File: config.mk
export PLATFORM = sky130hd
export DESIGN_NAME = dynamic_piso_shift_register
export DESIGN_NICKNAME = d
export VERILOG_FILES = /design/src/rtl/dynamic_piso_shift_register_pkg.sv /design/src/rtl/dynamic_piso_shift_register.sv
export SDC_FILE = /design/constraint.sdc
export NUM_CORES = 1
export LEC_CHECK = 0
export CELL_PAD_IN_SITES_DETAIL_PLACEMENT = 0
export CELL_PAD_IN_SITES_GLOBAL_PLACEMENT = 1
export CORE_MARGIN = 5
export CORE_UTILIZATION = 40
export CTS_CLUSTER_DIAMETER = 80
export DETAILED_ROUTE_END_ITERATION = 8
export HOLD_SLACK_MARGIN = 0.06
export PLACE_DENSITY_LB_ADDON = 0.1
export SETUP_SLACK_MARGIN = 0.02
export SYNTH_ARGS = -nofsm -noshare
export SYNTH_HDL_FRONTEND = slang
export SYNTH_SLANG_ARGS = --single-unit
File: constraint.sdc
create_clock -name CLK -period 3.15 [get_ports CLK]
set_input_delay 0.945 -clock CLK [delete_from_list [all_inputs] [get_ports CLK]]
set_output_delay 0.945 -clock CLK [all_outputs]
set_load 0.02 [all_outputs]
File: src/rtl/dynamic_piso_shift_register_pkg.sv
// Shared definitions for the dynamic parallel-in/serial-out transmitter:
// default select width and the two-state FSM encoding.
package dynamic_piso_shift_register_pkg;

    localparam int SELWIDTH_DEF = 5;

    typedef enum logic {
        ST_IDLE  = 1'b0,
        ST_SHIFT = 1'b1
    } state_t;

endpackage

File: src/rtl/dynamic_piso_shift_register.sv
// Variable-length PISO transmitter: accepts a word plus LEN and emits LEN+1 bits,
// highest selected bit first, so a serial-in receiver ends with data[LEN:0] == DI[LEN:0].
module dynamic_piso_shift_register
    import dynamic_piso_shift_register_pkg::*;
#(
    parameter int SELWIDTH = SELWIDTH_DEF
) (
    input  logic                     CLK,
    input  logic                     CLR,
    input  logic                     CE,
    input  logic                     LOAD,
    input  logic [SELWIDTH-1:0]      LEN,
    input  logic [2**SELWIDTH-1:0]   DI,
    output logic                     READY,
    output logic                     SO,
    output logic                     SO_VALID,
    output logic                     LAST
);

    localparam int DATAWIDTH = 2**SELWIDTH;
    localparam logic [SELWIDTH-1:0] CNT_ZERO = {SELWIDTH{1'b0}};
    localparam logic [SELWIDTH-1:0] CNT_ONE  = SELWIDTH'(1);

    state_t                 state_r;
    logic [SELWIDTH-1:0]    cnt_r;
    logic [DATAWIDTH-1:0]   word_r;
    logic                   so_r;
    logic                   so_valid_r;
    logic                   last_r;

    logic                   ready_s;
    logic                   accept_s;
    logic [SELWIDTH-1:0]    cnt_m1_s;
    logic                   next_bit_s;
    logic                   load_bit_s;

    // Handshake and bit-select mux feeding the SO register.
    always_comb begin
        ready_s    = 1'b0;
        accept_s   = 1'b0;
        cnt_m1_s   = cnt_r - CNT_ONE;
        next_bit_s = word_r[cnt_m1_s];
        load_bit_s = DI[LEN];
        if (state_r == ST_IDLE) begin
            ready_s = 1'b1;
        end else if (cnt_r == CNT_ZERO) begin
            // Final bit is on SO: a new word may follow with no gap bit.
            ready_s = 1'b1;
        end else begin
            ready_s = 1'b0;
        end
        accept_s = ready_s & CE & LOAD;
    end

    // Transmit FSM: state, down-counter, word register and registered outputs.
    always_ff @(posedge CLK or posedge CLR) begin
        if (CLR) begin
            state_r    <= ST_IDLE;
            cnt_r      <= CNT_ZERO;
            word_r     <= {DATAWIDTH{1'b0}};
            so_r       <= 1'b0;
            so_valid_r <= 1'b0;
            last_r     <= 1'b0;
        end else if (CE) begin
            if (accept_s) begin
                state_r    <= ST_SHIFT;
                word_r     <= DI;
                cnt_r      <= LEN;
                so_r       <= load_bit_s;
                so_valid_r <= 1'b1;
                last_r     <= (LEN == CNT_ZERO);
            end else begin
                case (state_r)
                    ST_SHIFT: begin
                        if (cnt_r != CNT_ZERO) begin
                            cnt_r  <= cnt_m1_s;
                            so_r   <= next_bit_s;
                            last_r <= (cnt_r == CNT_ONE);
                        end else begin
                            state_r    <= ST_IDLE;
                            so_r       <= 1'b0;
                            so_valid_r <= 1'b0;
                            last_r     <= 1'b0;
                        end
                    end
                    ST_IDLE: begin
                        state_r <= ST_IDLE;
                    end
                    default: begin
                        state_r    <= ST_IDLE;
                        cnt_r      <= CNT_ZERO;
                        so_r       <= 1'b0;
                        so_valid_r <= 1'b0;
                        last_r     <= 1'b0;
                    end
                endcase
            end
        end
    end

    assign READY    = ready_s;
    assign SO       = so_r;
    assign SO_VALID = so_valid_r;
    assign LAST     = last_r;

endmodule
=== Word level (Yosys, flattened, before mapping) ===
Index checks and enable logic that the tools add are counted.

* Bits in writable memories: 0
* Memories kept: 0
* Word-level logic and storage cells: 44
* Output and inout bits: 4
* Bits in read-only memories: 0
* Input bits: 41
* Bits in latches: 0
* Flip-flop bits (word level): 41

* Add/sub/neg operators: 1
* Eq/ne operators: 2
* Divide/modulo/power cells: 0
* Shifts and indexed selects: 0
* Bitwise gates (word level): 3
* Magnitude comparators: 2
* Mux-type cells: 21
* $mul: 0
* Reductions and logical operators: 9

{| class="wikitable"
|+ Operator list
! operator !! count
|-
| 1-bit two-way mux || 15
|-
| 5-bit two-way mux || 3
|-
| 5-bit by 6-bit less-than comparator with 1-bit output (second input constant) || 2
|-
| 1-bit binary-select mux with 5-bit select || 2
|-
| 5-bit zero test || 2
|-
| 3-bit AND reduction || 2
|-
| 5-bit by 1-bit == test with 1-bit output (second input constant) || 1
|-
| 5-bit nonzero test || 1
|-
| 5-bit by 1-bit subtractor with 5-bit output (second input constant) || 1
|-
| 2-bit AND reduction || 2
|-
| 2-bit nonzero test || 2
|-
| 1-bit AND || 2
|-
| 2-bit inequality test (second input constant) || 1
|-
| 1-bit case mux with 2 select lines || 1
|-
| 1-bit inverter || 1
|}

=== Logic depth before layout (Yosys ltp) ===
Gate-level depths: netlist of the first run.

* Word-level depth: 7
* Gate-level depth with buffers: 10
* Depth with buffers taken out: 8

=== Least setup slack after synthesis of the first run ===
OpenSTA, ideal clock, no wires.

* Path kind: register to register
* Start point: reg cnt_r[0]
* End point: reg so_r (netlist: SO)
* Cell stages (with the launch flop): 11
* Clock period less this slack: 2674 ps
* Data required time: 3020 ps
* Arrival time: 2543 ps
* Path buffers: 2
* Path slack: 476 ps
* Setup time: 130 ps
* Path through: dfrtp_1 > clkbuf_1 > clkinv_1 > ha_1 > buf_4 > xor2_2 > mux4_1 > mux2i_1 > mux2i_1 > a21oi_1 > o211ai_1

* Word-level cells in the longest chain between the ends: 7
* Elaborated cells on any way between the ends: 14
* Classes of those cells: 1 x add/sub; 7 x mux; 2 x bitwise; 4 x reduce/logical

{| class="wikitable"
|+ Ends and longest elaborated chain
! element !! RTL line !! text
|-
| from (decl) || dynamic_piso_shift_register.sv:25 || <nowiki>logic [SELWIDTH-1:0] cnt_r;</nowiki>
|-
| from (signal assigned) || dynamic_piso_shift_register.sv:76 || <nowiki>cnt_r <= cnt_m1_s;</nowiki>
|-
| branches (longest 7 deep; another with 5-bit by 1-bit subtractor with 5-bit output) || -- ||
|-
| to (signal assigned) || dynamic_piso_shift_register.sv:69 || <nowiki>so_r <= load_bit_s;</nowiki>
|-
| to (signal assigned) || dynamic_piso_shift_register.sv:77 || <nowiki>so_r <= next_bit_s;</nowiki>
|-
| to (decl) || dynamic_piso_shift_register.sv:27 || <nowiki>logic so_r;</nowiki>
|}

Several ways; the timed one is not identified. The select of a mux whose other input is x is not followed.
A chain may end at the register's enable or synchronous reset.

=== Final worst setup path of the first run ===
* Start point: reg cnt_r[0]
* End point: out READY

* Word-level cells in the longest chain between the ends: 3

{| class="wikitable"
|+ Ends and longest elaborated chain
! element !! RTL line !! text
|-
| 5-bit zero test || dynamic_piso_shift_register.sv:46 || <nowiki>end else if (cnt_r == CNT_ZERO) begin</nowiki>
|-
| 1-bit two-way mux || dynamic_piso_shift_register.sv:46 ||
|-
| 1-bit two-way mux || dynamic_piso_shift_register.sv:44 || <nowiki>if (state_r == ST_IDLE) begin</nowiki>
|-
| to (decl) || dynamic_piso_shift_register.sv:14 || <nowiki>output logic READY,</nowiki>
|}

No other way between the ends.

==> flow_metrics.tcl, run 1 <==
set metrics [dict create \
    outcome "completed" \
    num-nets-final 353 \
    fp.dieW_um 87.8 \
    synth_top_cell_area_share 0.424 \
    ys_seq_area_frac 0.424 \
    cts_made_buffers 5 \
    skew_ns 0.0108 \
    period_minus_slack_ns 2.87 \
    cp_cell_sequence "clkinv_1 -> ha_1 -> a21oi_1 -> inv_1 -> clkdlybuf4s50_1" \
    grt_pass1_wl_um 10500 \
    ys_warn_count 0 \
    slew_violations 0 \
    gp_congestion 0.823 \
    die_h_um 87.8 \
    grtUsageTotal 0.180 \
    num_rows 28 \
    crit_fanout 5 \
    cp_num_buf_inv 3 \
    cts.sinks 41 \
    wl_um 6170 \
    core_mm2 0.00589 \
    clock_path_buffers 2 \
    dpl.hpwl_um 4780 \
    synth-seq-cells 41 \
    ant_nets 0 \
    cts_hold_buf 0 \
    routed_via_density 5.24 \
    finalCoreUtilization 0.530 \
    worstHoldPathType "flip-flop to flip-flop" \
    syn_inst 257 \
    overflow 0 \
    end_kind "output port" \
    ys_async_sr_fraction 1.00 \
    required_ns 2.20 \
    worstSkewPairLatency_ns 0.30 \
    critPathTopFamily "buffers and inverters" \
    cp.arrival_ns 1.93 \
    netlist_area_mm2 0.00242 \
    vdd_drop_max_mv 0.440 \
    layout-drive-gt1-share 0.135 \
    top_usage_layer "met2" \
    synth_edf_count 0 \
    use_met1 0.262 \
    power.density_mw_per_mm2 760 \
    leakage_nw 1.45 \
    insertedDiodeCount 0 \
    critPathLaunchType "flip-flop" \
    syn-num-nets 301 \
    start_util 0.411 \
    timing.final.crit_share 0.912 \
    wire_per_inst_um 16.0 \
    synth_cell_type_count 37 \
    ys.flop_type "dfrtp_1" \
    fmax_ghz 0.348 \
    synth_top_area_cell "dfrtp_1" \
    cts_tree "done" \
    first_iter_violations 85 \
    route.vias.total 2019 \
    cap_violations 0 \
    cts_resized 0 \
    grt_max_degree 42 \
    die_area_mm2 0.00770 \
    rsz0062_at_grt "false" \
    port_buffers 44 \
    finalSetupViolCount 0 \
    drc 0 \
    clk_pin_slew_worst_paths_ns 0.07 \
    drtPass1Iterations 4 \
    cp_slowest_stage_delay_ns 0.54 \
    netlist_top_cells_area "dfrtp_1 42%, nand2_1 17%, mux4_2 13%, mux2i_1 4.1%, mux4_1 3.3%" \
    grt_pass1_vias 2068 \
    cts-root-buf "clkbuf_8" \
    netlist_top_cells_count "109 x nand2_1, 41 x dfrtp_1, 14 x mux4_2" \
    worst_pin_slew_ns 0.702 \
    setup_tns_ns 0 \
    antenna_found_initial 0 \
    slowest_stage "clkdlybuf4s50_1" \
    hold_viol 0 \
    cts_max_level 2 \
    syn2layout_area_growth_pct 28.9 \
    synth_most_common_cell "nand2_1" \
    use_met3 0.0282 \
    post-cts-setup-buffers 0 \
    avgSynthCellArea_um2 9.41 \
    setup.worst_path.class "flip-flop to output port" \
    grt_use_met2 0.277 \
    ioPinCount 45 \
    slew_headroom 0.529 \
]
[cells by family after synthesis]
group | share of synthesized area
and+or+nand+nor | 0.234
muxes | 0.204
adders and majority gates | 0.0155
buffers and inverters | 0.0481
xor gates and xnor gates | 0.0140
DFF | 0.424
AOI/OAI and AO/OA | 0.0595
[path summary, 6_finish.rpt]
check	from	endpoint	slack (ns)	depth (start not counted)
max	cnt_r[0]$_DFFE_PP0P_	READY	0.28	5
max in group asynchronous	CLR	word_r[12]$_DFFE_PP0P_	1.71	3
min	word_r[13]$_DFFE_PP0P_	word_r[13]$_DFFE_PP0P_	0.48	2
max reg2reg	cnt_r[0]$_DFFE_PP0P_	SO$_DFFE_PP0P_	0.79	9
min reg2reg	word_r[13]$_DFFE_PP0P_	word_r[13]$_DFFE_PP0P_	0.48	2
min in group asynchronous	CLR	word_r[24]$_DFFE_PP0P_	1.08	3
[per-stage QoR]
step	setup slack (ns)	cell area (µm²)	total power, mW	std cells	hold slack, ns
after floorplan	0.476	2420	1.61	257	0.437
after global placement	0.133	3010	1.95	377	0.455
after detailed placement	0.0421	3010	1.97	377	0.462
after CTS	0.298	3120	2.40	385	0.483
after global routing	0.200	3120	2.55	385	0.495
final	0.277	3120	2.37	385	0.476
[placed cells by master, fill, tap and decap left out, types with 3 or more instances in the layout]
master / n
nor2_1: 8
a21oi_1: 6
nor3_1: 3
nand3_1: 4
clkbuf_8: 5
clkdlybuf4s50_1: 44
o21ai_0: 7
mux4_2: 14
nor4_1: 3
ha_1: 3
buf_4: 16
inv_1: 6
nand2_1: 109
mux4_1: 3
mux2i_1: 10
dfrtp_1: 41
[tightest hold or removal path, delay by kind of cell, from the launching register on]
| kind | cells | cell delay [ns] |
|---|---|---|
| flip-flops | 1 | 0.34 |
| AND/OR/NAND/NOR | 2 | 0.10 |
[metal layers]
metal | wire, µm | vias up
met3 | 246 | 8
met1 | 3010 | 983
met2 | 2830 | 43
met5 | 0 | -
met4 | 82 | 0
li1 | - | 985
[area by class of cell]
type	instances	area [µm²]
clock inverters	2	38.8
repair buffers	61	581
inverters	7	26.3
flip-flops and latches	41	1030
clock buffers	6	72.6
well taps	75	93.8
multi-input cells	193	1280
fillers	587	2770
[sequential cells by signal (all words and copies together) (netlist names)]
name and count:
SO_VALID 1, LAST 1, state_r 1, SO 1, cnt_r 5, word_r 32
[power breakdown]
group / leakage [nW] / internal, mW / switching, mW
clock network: 0.0554 / 0.238 / 0.188
logic: 0.891 / 0.579 / 0.521
registers: 0.505 / 0.708 / 0.136
total: 1.45 / 1.53 / 0.845
Note: power is estimated with default switching activity, not from simulation.
==> run 2, diff against run 1 <==
--- a/config.mk
+++ b/config.mk
@@ -13,6 +13,7 @@
 export DETAILED_ROUTE_END_ITERATION = 8
 export HOLD_SLACK_MARGIN = 0.06
 export PLACE_DENSITY_LB_ADDON = 0.1
+export RECOVER_POWER = 25
 export SETUP_SLACK_MARGIN = 0.02
 export SYNTH_ARGS = -nofsm -noshare
 export SYNTH_HDL_FRONTEND = slang
==> flow_metrics.tcl, run 2 (synthesized netlist as in run 1, its figures left out) <==
set metrics [dict create \
    outcome "completed" \
    cts_hold_buf 0 \
    p_switching_mw 0.845 \
    power.density_mw_per_mm2 761 \
    holdWs_ns 0.476 \
    final_cell_mix "109 x nand2_1, 43 x clkdlybuf4s50_1, 41 x dfrtp_1, 15 x buf_4, 14 x mux4_2" \
    grt_pass1_wl_um 10500 \
    holdPathStages 2 \
    slowest_stage "clkdlybuf4s50_1" \
    num_rows 28 \
    die_area_mm2 0.00770 \
    hold_viol 0 \
    reg.largest.list "word_r (32), cnt_r (5)" \
    reg2reg_depth 9 \
    clock_path_buffers 2 \
    ant_nets 0 \
    required_ns 2.20 \
    wl_um 6170 \
    critPathLaunchType "flip-flop" \
    first_iter_violations 90 \
    finalSetupViolCount 0 \
    core_mm2 0.00589 \
    leakage_nw 1.45 \
    start_util 0.411 \
    grtUsageTotal 0.180 \
    overflow 0 \
    grt_max_degree 42 \
    cts_tree "done" \
    cp.arrival_ns 1.93 \
    regMostFlops "word_r" \
    insertedDiodeCount 0 \
    layout-drive-gt1-share 0.135 \
    cap_violations 0 \
    slew_violations 0 \
    drc 0 \
    layout_commonest_cell "nand2_1" \
    power.share.clock 0.180 \
    cp_cell_sequence "clkinv_1 -> ha_1 -> a21oi_1 -> inv_1 -> clkdlybuf4s50_1" \
    grt_pass1_vias 2068 \
    worst_pin_slew_ns 1.03 \
    hold_start "word_r[13]$_DFFE_PP0P_" \
    syn2layout_area_growth_pct 28.8 \
    slew_headroom 0.313 \
    setup_tns_ns 0 \
    setup.worst_path.class "flip-flop to output port" \
    route.vias.total 2020 \
    rsz0062_at_grt "false" \
    period_minus_slack_ns 2.87 \
    reg2reg_to "SO$_DFFE_PP0P_" \
    routed_via_density 5.25 \
    cts_max_level 2 \
    largest_reg_flops 32 \
    ioPinCount 45 \
    dpl.hpwl_um 4780 \
    antenna_found_initial 0 \
    finalPower_mw 2.37 \
    cts_made_buffers 5 \
    p_seq_frac 0.356 \
    skew_ns 0.0108 \
    switching_share 0.357 \
    worstSkewPairLatency_ns 0.30 \
    wire_per_inst_um 16.0 \
    cts_resized 0 \
    cts.sinks 41 \
    cp_slowest_stage_delay_ns 0.54 \
    reg2reg_from "cnt_r[0]$_DFFE_PP0P_" \
    timing.final.crit_share 0.912 \
    p_int_mw 1.52 \
    crit_fanout 5 \
    drtPass1Iterations 4 \
    gp_congestion 0.823 \
    vdd_drop_max_mv 0.440 \
    port_buffers 44 \
    clk_pin_slew_worst_paths_ns 0.07 \
    num-nets-final 353 \
    worstHoldPathType "flip-flop to flip-flop" \
    fp.dieW_um 87.8 \
    post-cts-setup-buffers 0 \
    cts-root-buf "clkbuf_8" \
    end_kind "output port" \
    comb_power_share 0.464 \
    reg2reg_slack_ns 0.79 \
    min_to "word_r[13]$_DFFE_PP0P_" \
    die_h_um 87.8 \
    fmax_ghz 0.348 \
]
run 2: final cells by class:
cell class              instances  area, µm²
clock inverters                 2       38.8
repair buffers                 61        578
multi-input cells             193       1280
well taps                      75       93.8
flip-flops and latches         41       1030
inverters                       7       26.3
clock buffers                   6       72.6
fillers                       588       2770
run 2: worst max-delay path by stage:
stage                                end  cells after the start  slack (ns)                  from
final                              READY                      5        0.28  cnt_r[0]$_DFFE_PP0P_
after floorplan           SO$_DFFE_PP0P_                     10        0.48  cnt_r[0]$_DFFE_PP0P_
after detailed placement  SO$_DFFE_PP0P_                      7        0.04                LEN[0]
after CTS                          READY                      5        0.30  cnt_r[0]$_DFFE_PP0P_
after global routing               READY                      5        0.20  cnt_r[0]$_DFFE_PP0P_
after global placement    SO$_DFFE_PP0P_                      7        0.13                LEN[0]
run 2: power by group through the flow:
stage	combinational (mW)	clock [mW]	sequential, mW
6_report	1.10	0.426	0.844
5_1_grt	1.22	0.460	0.871
4_1_cts	1.11	0.441	0.845
3_5_place_dp	1.11	0	0.855
3_3_place_gp	1.10	0	0.850
2_1_floorplan	0.798	0	0.812
run 2: metrics by stage:
stage          utilization  cell area [µm²]  std cells  setup WS, ns
2_1_floorplan            -             2420        257         0.476
3_5_place_dp         0.511             3010        377        0.0421
5_1_grt              0.529             3110        385         0.200
6_report             0.529             3110        385         0.277
3_3_place_gp         0.511             3010        377         0.133
4_1_cts              0.530             3120        385         0.298
run 2: worst max-delay path, delay by kind of cell, from the launching register on:
family | cells | cell delay [ns]
buffers and inverters | 3 | 0.78
flip-flops | 1 | 0.37
adder cells (fa/ha/maj) | 1 | 0.28
AO/OA/AOI/OAI | 1 | 0.22
run 2: routing by layer:
layer / wire length, µm / vias up / GRT usage
met2: 2830 / 43 / 0.277
li1: - / 985 / -
met1: 3010 / 984 / 0.262
met5: 0 / - / 0
met3: 246 / 8 / 0.0282
met4: 82 / 0 / 0.0544
==> patch 1 (settings of run 1) <==
`SELWIDTH_DEF`: 5 -> 6.
--- a/src/rtl/dynamic_piso_shift_register_pkg.sv
+++ b/src/rtl/dynamic_piso_shift_register_pkg.sv
@@ -4,3 +4,3 @@
 
-    localparam int SELWIDTH_DEF = 5;
+    localparam int SELWIDTH_DEF = 6;
 
Ports: changed (resized DI and LEN); port bits go from 45 to 78. The function was not compared with the original's and may differ.
==> patch 1 against run 1 <==
  * Critical path depth is 1 lower
  * Sequential share of layout area is 1.3 points higher
  * First-iteration DRC count is 120% higher
  * Worst setup slack worse by 0.018 ns
  * Final area is 73% higher
  * Routed wire length is 98% higher
  * Area after synthesis is 73% higher
  * Total power is 56% higher
  * Sequential cell count is 33 higher
  * Count of clock-buffer cells in the layout is 5 higher
==> patch 1: results (changes against run 1) <==
| Metric | Value |
|---|---|
| H-tree levels | `3 (was 2)` |
| Seq/Total Area, Yosys | `44.4% (was 42.4%)` |
| Synth cell types | `46 (was 37)` |
| # resized after CTS | `1 (was 0)` |
| Seq group | `1.37 mW (was 844 µW)` |
| Comb group | `1.50 mW (was 1.10 mW)` |
| CP max FO | `6 (was 5)` |
| GRT overflow | `0 (unchanged)` |
| Fraction of layout cells with a size suffix above 1 | `11.9% (was 13.5%)` |
| Status | `completed (unchanged)` |
| Antenna violations before repair | `0 (unchanged)` |
| YS warnings | `0 (unchanged)` |
| Post-CTS setup repair buffer count | `0 (unchanged)` |
| Leakage | `2.52 nW (was 1.45 nW)` |
| Worst slew pin tran | `0.718 ns (was 0.702 ns)` |
| CTS max path bufs | `2 (unchanged)` |
| Final RePlAce weighted congestion | `0.885 (was 0.823)` |
| Ant diodes | `0 (unchanged)` |
| Top Registers | `word_r (64), cnt_r (6) (was word_r (32), cnt_r (5))` |
| Power Clock | `826 µW (was 426 µW)` |
| Post-synthesis mux area share | `20.4% (about the same)` |
| Peak supply drop | `0.260 mV (was 0.440 mV)` |
| Post-synthesis adder-cell area fraction | `0.600% (was 1.55%)` |
| Mapped Nets | `507 (was 301)` |
| Max incr delay on CP | `0.47 ns (was 0.54 ns)` |
| Clock Tree Root | `clkbuf_8 (unchanged)` |
| Most frequent cells after synthesis | `nand2_1, dfrtp_1, mux4_2 (unchanged)` |
| Most frequent cell after synthesis | `nand2_1 (unchanged)` |
| Global-route wire length before repair | `19900 µm (was 10500 µm)` |
| Sw frac | `35.3% (was 35.6%)` |
| Clk_skew | `0.0136 ns (was 0.0108 ns)` |
| Compound-Gate Fraction of Synth Area | `6.21% (was 5.95%)` |
| Clock Latency Late Sink | `0.35 ns (was 0.30 ns)` |
| Worst-path clk slew | `0.08 ns` |
| Xor/xnor cell area share of the yosys netlist | `1.44% (was 1.40%)` |
| Cell with the largest stage delay on the worst path | `dfrtp_1 (was clkdlybuf4s50_1)` |
| Largest net degree at the start of global routing | `31 (was 42)` |
| DR pass1 iterations | `4 (unchanged)` |
| Vias in the first global route | `3689 (was 2068)` |
| Detailed Route WL | `12200 µm (was 6170 µm)` |
| Layout net count | `592 (was 353)` |
| Vias/cell | `5.33 (was 5.24)` |
| Layout fillers | `971 (was 587)` |
| Input/output buffers | `77 (was 44)` |
| GRT Util Overall | `20.1% (was 18.0%)` |
| WP data arrival | `1.95 ns (was 1.93 ns)` |
| Main area contributors after synthesis | `dfrtp_1, nand2_1, mux4_2 (unchanged)` |
| Num CTS Buffers | `9 (was 5)` |
| Tightest Hold Check Type | `register to register (unchanged)` |
| Initial DRC Count | `189 (was 85)` |
| Fraction of registers with async set or reset after synthesis | `100% (unchanged)` |
| HPWL Detailed | `9220 µm (was 4780 µm)` |
| Critical path's top delay family | `buffers and inverters (unchanged)` |
-- patch 1: cell types whose count changed after synthesis, sizes merged, moves of 5 or more --
cell,change
nand2,+96
dfrtp,+33
mux4,+13
buf,+5
clkbuf,+5
nor2,-5
-- patch 1: path summary, 6_finish.rpt --
check,startpoint,end,slack (ns),depth (start not counted)
worst max register to register,cnt_r[1]$_DFFE_PP0P_,SO$_DFFE_PP0P_,0.57,10
worst min register to register,word_r[46]$_DFFE_PP0P_,word_r[46]$_DFFE_PP0P_,0.47,2
worst max-delay path,cnt_r[4]$_DFFE_PP0P_,READY,0.26,4
worst min-delay path,word_r[46]$_DFFE_PP0P_,word_r[46]$_DFFE_PP0P_,0.47,2
min in group asynchronous,CLR,word_r[34]$_DFFE_PP0P_,0.96,2
max in group asynchronous,CLR,word_r[6]$_DFFE_PP0P_,1.63,3
-- patch 1: cell type report --
class	count	area [µm²]	share of cell area, %
Inverter	8	30.0	0.556
Clock buffer	11	141	2.62
Tap cell	136	170	3.15
Sequential cell	74	1850	34.3
Clock inverter	4	76.3	1.41
Multi-Input combinational cell	323	2170	40.1
Timing Repair Buffer	100	967	17.9
-- patch 1: stage by stage --
stage	instances	TNS (ns)	hold slack (ns)	cell area, µm²	setup slack (ns)
2_1_floorplan	431	0	0.437	4170	0.323
3_3_place_gp	641	0	0.450	5190	0.0226
3_5_place_dp	641	-0.0632	0.456	5190	-0.0632
4_1_cts	656	0	0.476	5400	0.250
5_1_grt	656	0	0.491	5400	0.157
6_report	656	0	0.469	5400	0.259
-- patch 1: metal layers --
layer	up-vias	track usage [%]	wire, µm
li1	1653	-	-
met1	1723	27.9	5570
met2	108	31.9	5700
met3	14	5.01	785
met4	0	4.41	137
met5	-	0	0
